$ cat src/rtl/display_value_encoder.sv
// display_value_encoder
//
// Turns a CPU-written 16-bit value into the 32-bit segment word used by the
// four-digit seven-segment multiplexer. Hex mode encodes the four nibbles
// directly; decimal mode first runs a 16-cycle double-dabble conversion.
// The output word is written only in the single ENCODE cycle, so the
// multiplexer never sees a partially converted value.
//
// Digit i lives in four_digits[8i+7:8i]; bits 0..6 are segments a..g and
// bit 7 is the decimal point (all active-high).
//
// Optional feature macro: DISPLAY_BLANK_ZEROS_EN
//   When defined, leading zero digits (3 down to 1) are blanked in both
//   modes. Digit 0 and the overflow dashes are never blanked, and decimal
//   points are still shown on blanked digits.

module display_value_encoder #(
    parameter logic [7:0] DASH_PATTERN = 8'h40
) (
    input  logic        clk,
    input  logic        rst,
    input  logic        wr_en,
    input  logic [15:0] wr_data,
    input  logic        wr_mode,
    input  logic [3:0]  wr_dp,
    output logic        wr_ready,
    output logic        busy,
    output logic [31:0] four_digits
);

    // ------------------------------------------------------------------
    // State encoding
    // ------------------------------------------------------------------
    localparam logic [1:0] ST_IDLE    = 2'd0;
    localparam logic [1:0] ST_CONVERT = 2'd1;
    localparam logic [1:0] ST_ENCODE  = 2'd2;

    localparam logic [3:0] LAST_ITER  = 4'd15;

    // ------------------------------------------------------------------
    // Helpers
    // ------------------------------------------------------------------

    // Seven-segment glyph for one hex/BCD digit.
    function automatic logic [7:0] glyph(input logic [3:0] nib);
        logic [7:0] seg;
        case (nib)
            4'h0:    seg = 8'h3F;
            4'h1:    seg = 8'h06;
            4'h2:    seg = 8'h5B;
            4'h3:    seg = 8'h4F;
            4'h4:    seg = 8'h66;
            4'h5:    seg = 8'h6D;
            4'h6:    seg = 8'h7D;
            4'h7:    seg = 8'h07;
            4'h8:    seg = 8'h7F;
            4'h9:    seg = 8'h6F;
            4'hA:    seg = 8'h77;
            4'hB:    seg = 8'h7C;
            4'hC:    seg = 8'h39;
            4'hD:    seg = 8'h5E;
            4'hE:    seg = 8'h79;
            default: seg = 8'h71;
        endcase
        return seg;
    endfunction

    // One double-dabble iteration on {bcd[19:0], bin[15:0]}: correct every
    // BCD nibble that would overflow past 9 when doubled, then shift left.
    function automatic logic [35:0] dabble_step(input logic [35:0] r);
        logic [35:0] adj;
        adj = r;
        for (int n = 0; n < 5; n++) begin
            if (adj[16 + 4*n +: 4] >= 4'd5) begin
                adj[16 + 4*n +: 4] = adj[16 + 4*n +: 4] + 4'd3;
            end
        end
        return {adj[34:0], 1'b0};
    endfunction

    // ------------------------------------------------------------------
    // Registers
    // ------------------------------------------------------------------
    logic [1:0]  state_q,  state_d;
    logic        mode_q,   mode_d;
    logic [3:0]  dp_q,     dp_d;
    logic [35:0] shift_q,  shift_d;   // {BCD[19:0], binary[15:0]}
    logic [3:0]  count_q,  count_d;
    logic [31:0] digits_q, digits_d;

    // ------------------------------------------------------------------
    // Encoder datapath (only consumed in ENCODE)
    // ------------------------------------------------------------------
    logic [3:0][3:0] nib;        // digit values 3..0
    logic            overflow;   // decimal value above 9999
    logic [3:0]      blank;      // digit forced dark before the dp OR
    logic [31:0]     encoded;

    // Choose digit source: raw nibbles in hex mode, BCD result in decimal.
    always_comb begin
        // NOTE: every signal assigned here gets a default first so no latch is inferred.
        nib      = '0;
        overflow = 1'b0;
        if (mode_q) begin
            nib      = shift_q[31:16];
            overflow = (shift_q[35:32] != 4'd0);
        end else begin
            nib      = shift_q[15:0];
        end
    end

`ifdef DISPLAY_BLANK_ZEROS_EN
    // Leading-zero blanking, scanning from digit 3 toward digit 1.
    always_comb begin
        blank    = '0;
        blank[3] = (nib[3] == 4'd0);
        blank[2] = blank[3] && (nib[2] == 4'd0);
        blank[1] = blank[2] && (nib[1] == 4'd0);
        if (overflow) begin
            blank = '0;
        end
    end
`else
    // Every digit shows its glyph, leading zeros included.
    always_comb begin
        blank = '0;
    end
`endif

    // Build the final segment word: glyph or dash or blank, then OR in dp.
    always_comb begin
        encoded = '0;
        for (int i = 0; i < 4; i++) begin
            if (overflow) begin
                encoded[8*i +: 8] = DASH_PATTERN;
            end else if (blank[i]) begin
                encoded[8*i +: 8] = 8'h00;
            end else begin
                encoded[8*i +: 8] = glyph(nib[i]);
            end
            encoded[8*i + 7] = encoded[8*i + 7] | dp_q[i];
        end
    end

    // ------------------------------------------------------------------
    // Control
    // ------------------------------------------------------------------

    // Next-state logic for the IDLE -> (CONVERT) -> ENCODE -> IDLE sequence.
    always_comb begin
        state_d  = state_q;
        mode_d   = mode_q;
        dp_d     = dp_q;
        shift_d  = shift_q;
        count_d  = count_q;
        digits_d = digits_q;

        case (state_q)
            ST_IDLE: begin
                // Writes are only looked at here, so writes while busy drop.
                if (wr_en) begin
                    mode_d  = wr_mode;
                    dp_d    = wr_dp;
                    shift_d = {20'd0, wr_data};
                    count_d = 4'd0;
                    state_d = wr_mode ? ST_CONVERT : ST_ENCODE;
                end
            end

            ST_CONVERT: begin
                shift_d = dabble_step(shift_q);
                count_d = count_q + 4'd1;   // wraps back to 0 after 16 steps
                if (count_q == LAST_ITER) begin
                    state_d = ST_ENCODE;
                end
            end

            ST_ENCODE: begin
                digits_d = encoded;
                state_d  = ST_IDLE;
            end

            default: begin
                state_d = ST_IDLE;
            end
        endcase
    end

    // State and datapath registers with asynchronous active-low reset.
    always_ff @(posedge clk or negedge rst) begin
        if (!rst) begin
            state_q  <= ST_IDLE;
            mode_q   <= 1'b0;
            dp_q     <= 4'd0;
            shift_q  <= 36'd0;
            count_q  <= 4'd0;
            digits_q <= 32'd0;
        end else begin
            // NOTE: non-blocking assignments so every flop samples pre-edge values.
            state_q  <= state_d;
            mode_q   <= mode_d;
            dp_q     <= dp_d;
            shift_q  <= shift_d;
            count_q  <= count_d;
            digits_q <= digits_d;
        end
    end

    // ------------------------------------------------------------------
    // Outputs
    // ------------------------------------------------------------------
    assign wr_ready    = (state_q == ST_IDLE);
    assign busy        = ~wr_ready;
    assign four_digits = digits_q;

endmodule

$ cat config.mk
export PLATFORM = sky130hd
export DESIGN_NAME = display_value_encoder
export DESIGN_NICKNAME = d
export VERILOG_FILES = /design/src/rtl/display_value_encoder.sv
export SDC_FILE = /design/constraint.sdc
export NUM_CORES = 1
export LEC_CHECK = 0
export ABC_CLOCK_PERIOD_IN_PS = 3500
export CORE_ASPECT_RATIO = 1.1
export CORE_MARGIN = 4
export CORE_UTILIZATION = 59
export CTS_BUF_LIST = sky130_fd_sc_hd__clkbuf_4
export DETAILED_ROUTE_END_ITERATION = 16
export PLACE_DENSITY_LB_ADDON = 0.2
export RECOVER_POWER = 25
export SETUP_SLACK_MARGIN = 0.02
export SYNTH_ARGS = -nofsm -noshare
export SYNTH_HDL_FRONTEND = slang
export SYNTH_SLANG_ARGS = --single-unit
export TNS_END_PERCENT = 100
$ cat constraint.sdc
create_clock -name clk -period 3.5 [get_ports clk]
set_clock_uncertainty 0.2 [all_clocks]
set_input_delay 1.05 -clock clk [delete_from_list [all_inputs] [get_ports clk]]
set_output_delay 1.05 -clock clk [all_outputs]
set_load 0.01 [all_outputs]
==> summary.md, run 1 <==
| Metric | Value |
|---|---|
| Status | `finished, final reports clean` |
| Tmin final | `3.09 ns` |
| Critical Path Source Type | `register` |
| CP Capture Type | `output port` |
| Sequential Area | `0.00198 mm2` |
| Port bufs | `57` |
| Number of distinct library cells after synthesis | `45` |
| DR vias | `4,285` |
| Gr ovfl total | `0` |
| YS warnings | `0` |
| Setup Buffers After CTS | `0` |
| Wire length per cell | `17.7 um` |
| Clock transition at path regs | `0.14 ns` |
| Met3 wire length | `699 um` |
| Fin util | `70.0%` |
| R2r startpoint | `mode_q` |
| Die Width | `97.1 um` |
| Final period util | `88.4%` |
| Total of max-cap violations | `0` |
| Worst slew pin tran | `1.21 ns` |
| Met2 wire length | `6040 um` |
| Avg Inst Size Synth | `9.50 um2` |
| Worst slack at placement | `0.673 ns` |
| Slew Limit Fails | `0` |
| Largest net degree at the start of global routing | `48` |
| Crit Path Class | `reg -> out` |
| HP Start | `dp_q[1]` |
| Slew Limit Headroom | `19.3%` |
| Hold EP | `four_digits[15]` |
| RSZ-0062 raised after global routing | `false` |
| Die Y | `106 um` |
| Clock Sinks | `79` |
| Row count | `35` |
| Placer Congestion | `0.896` |
| Vias in the first global route | `4,295` |
| Final WL | `12,300 um` |
| Clock Root Buffer | `clkbuf_4` |
| Cts bufs inserted | `9` |
| Detailed Routing Iterations Pass 1 | `5` |
| Worst skew pair latency | `0.43 ns` |
| Final worst-path setup slack | `0.407 ns` |
| Area Overhead vs Synth | `14.8%` |
| CTS max path bufs | `2` |
| Final std cells w/o fill | `697` |
| TritonCTS clock tree | `done` |
| Cell taking the most area after synthesis | `dfrtp_1` |
| Worst R2R End | `four_digits[13]` |
| Number of hold buffers added after CTS | `0` |
| #FFs+latches synth | `79` |
| # IOs | `58` |
| Post-route ant nets | `0` |
| Hold Path Stages | `2` |
| M1 WL | `5410 um` |
| Final setup viols | `0` |
| Final Hold Vio Count | `0` |
| GRT Total Usage | `23.9%` |
| R2R Setup Slk | `0.69 ns` |
| # DRC | `0` |
| Syn nets | `604` |
| Multi-input logic area | `0.00286 mm2` |
| Dpl cells | `681` |
| ANT cells | `0` |
| H-Tree Depth | `3` |
| Placed cell area | `0.00576 mm2` |
| Synth Cell Area | `0.00515 mm2` |
| Post-DP HPWL | `8750 um` |
| Number of gates resized after CTS | `0` |
| Initial Util | `60.9%` |
| Initial DRC Count | `238` |
| Max FO, Critical Path | `21` |
| Layout cells sized above 1 | `8.70%` |
| WP data required | `2.25 ns` |
| CP Data Arrival Time | `1.84 ns` |
| Pleak | `0.00263 uW` |
| Nets | `643` |
| Register area share after synthesis | `38.4%` |
| Fillers | `646` |
| Core ar. | `0.00845 mm2` |
| Post-route cell area | `0.00592 mm2` |
| VDD IR max | `0.473 mV` |
| Area contributors post-synth | `dfrtp_1 (38%), ha_1 (9.2%), a22o_1 (4.8%), mux2i_1 (4.7%), a21oi_1 (3.7%)` |
| Register-to-Register Path Depth | `7` |
| Pwr Density | `914 mW/mm2` |
| Detail-routed via count per cell | `6.15` |
| Antenna violations before repair | `0` |
| Top sig layer | `met4` |
| Cells after Synth | `542` |
| Worst hold path class | `reg -> reg` |
| First-pass GRT wire length | `20,400 um` |
| Yosys top cell area share | `38.4%` |
| Highest Clock Rate | `323 MHz` |
| Post-route setup TNS | `0 ns` |
| Die Footprint | `0.0103 mm2` |
## cell type report
type                            instances  area share (%)
Clock buffer                           12            1.52
Clock inverter                          4            1.18
Timing Repair Buffer                   70            11.1
Sequential cell                        79            33.4
Multi-Input combinational cell        389            48.3
Inverter                               32            2.03
Tap cell                              111            2.35
## worst max-delay path by stage
stage | start | endpoint | slack (ns) | cells past startpoint
after floorplan | mode_q | four_digits[14] | 0.91 | 10
after global placement | wr_en | shift_q[31] | 0.72 | 7
after CTS | state_q[0] | wr_ready | 0.37 | 3
after detailed placement | wr_en | shift_q[31] | 0.67 | 7
after global routing | state_q[0] | wr_ready | 0.28 | 3
final | state_q[0] | wr_ready | 0.41 | 3
## worst max-delay path, stage by stage, from the launching register on
cell and delay (ns):
dfrtp_1 0.39, buf_4 0.20, nor2_1 0.25, clkdlybuf4s50_1 0.59
## through the flow
step,power [uW],hold WS [ns]
6_report,5410,0.263
5_1_grt,5810,0.288
4_1_cts,5400,0.280
3_5_place_dp,4770,0.257
3_3_place_gp,4620,0.248
2_1_floorplan,3810,0.235
## cell usage after synthesis (all sizes together)
cell	number
clkbuf	27
xor2	2
and2b	1
buf	15
inv	32
a221oi	6
a31oi	3
a22oi	15
nand2b	22
mux2	16
nor2	27
o21ai	28
or3b	1
mux2i	26
nor2b	20
xnor2	7
o32ai	5
a21o	6
o211ai	2
dfrtp	79
or2	1
nor3	3
nand2	38
and3	1
ha	38
a21oi	39
a32o	9
o32a	1
or3	2
nand4	1
a22o	28
o22ai	10
o31ai	6
and2	1
a211oi	2
a32oi	10
o221ai	3
a2bb2oi	4
nand3	5
## report_power, final
group,total (uW),internal [uW],switching (uW)
logic,2940,1450,1490
clock network,634,313,321
registers,1830,1300,538
## cell families (layout without fill, tap and decap cells)
family	after synthesis	after routing	share of synthesized area, %
compound gates	177	177	24.4
flops	79	79	38.4
mux	42	42	8.70
xor+xnor	9	9	1.53
fa+ha+maj	38	38	9.23
buf+inv	74	118	6.12
simple gates	123	123	11.7
## layout by cell type (no fill, tap or decap), types with 5 or more instances in the layout
| cell | synthesis | final |
|---|---|---|
| a32o_1 | 9 | 9 |
| o31ai_1 | 6 | 6 |
| o22ai_1 | 10 | 10 |
| a21oi_1 | 38 | 38 |
| mux2i_1 | 24 | 24 |
| ha_1 | 38 | 38 |
| a32oi_1 | 10 | 10 |
| a21o_1 | 6 | 6 |
| a22o_1 | 28 | 28 |
| clkdlybuf4s50_1 | 0 | 56 |
| nand2b_1 | 22 | 22 |
| nor2b_1 | 20 | 20 |
| o32ai_1 | 5 | 5 |
| nand2_1 | 38 | 38 |
| dfrtp_1 | 79 | 78 |
| mux2_2 | 16 | 16 |
| nand3_1 | 5 | 5 |
| xnor2_1 | 7 | 7 |
| clkbuf_4 | 0 | 12 |
| buf_4 | 3 | 12 |
| nor2_1 | 27 | 27 |
| a22oi_1 | 15 | 15 |
| o21ai_0 | 28 | 28 |
| inv_1 | 32 | 32 |
## sequential cells by signal, indices dropped and copies added (netlist names)
signal	cells
count_q	4
dp_q	4
four_digits	32
mode_q	1
shift_q	36
state_q	2
## per-layer routing
metal | GRT usage (%) | up-vias
li1 | - | 2035
met1 | 31.5 | 2105
met2 | 40.0 | 128
met3 | 4.07 | 17
met4 | 8.22 | 0
met5 | 0 | -
Power figures use the tool's default switching activity.
==> run 2, diff against run 1 <==
Settings changed: SLEW_MARGIN set to 25.
==> results of run 2 <==
No change in the layout: final DEF, timing and power equal those of run 1.
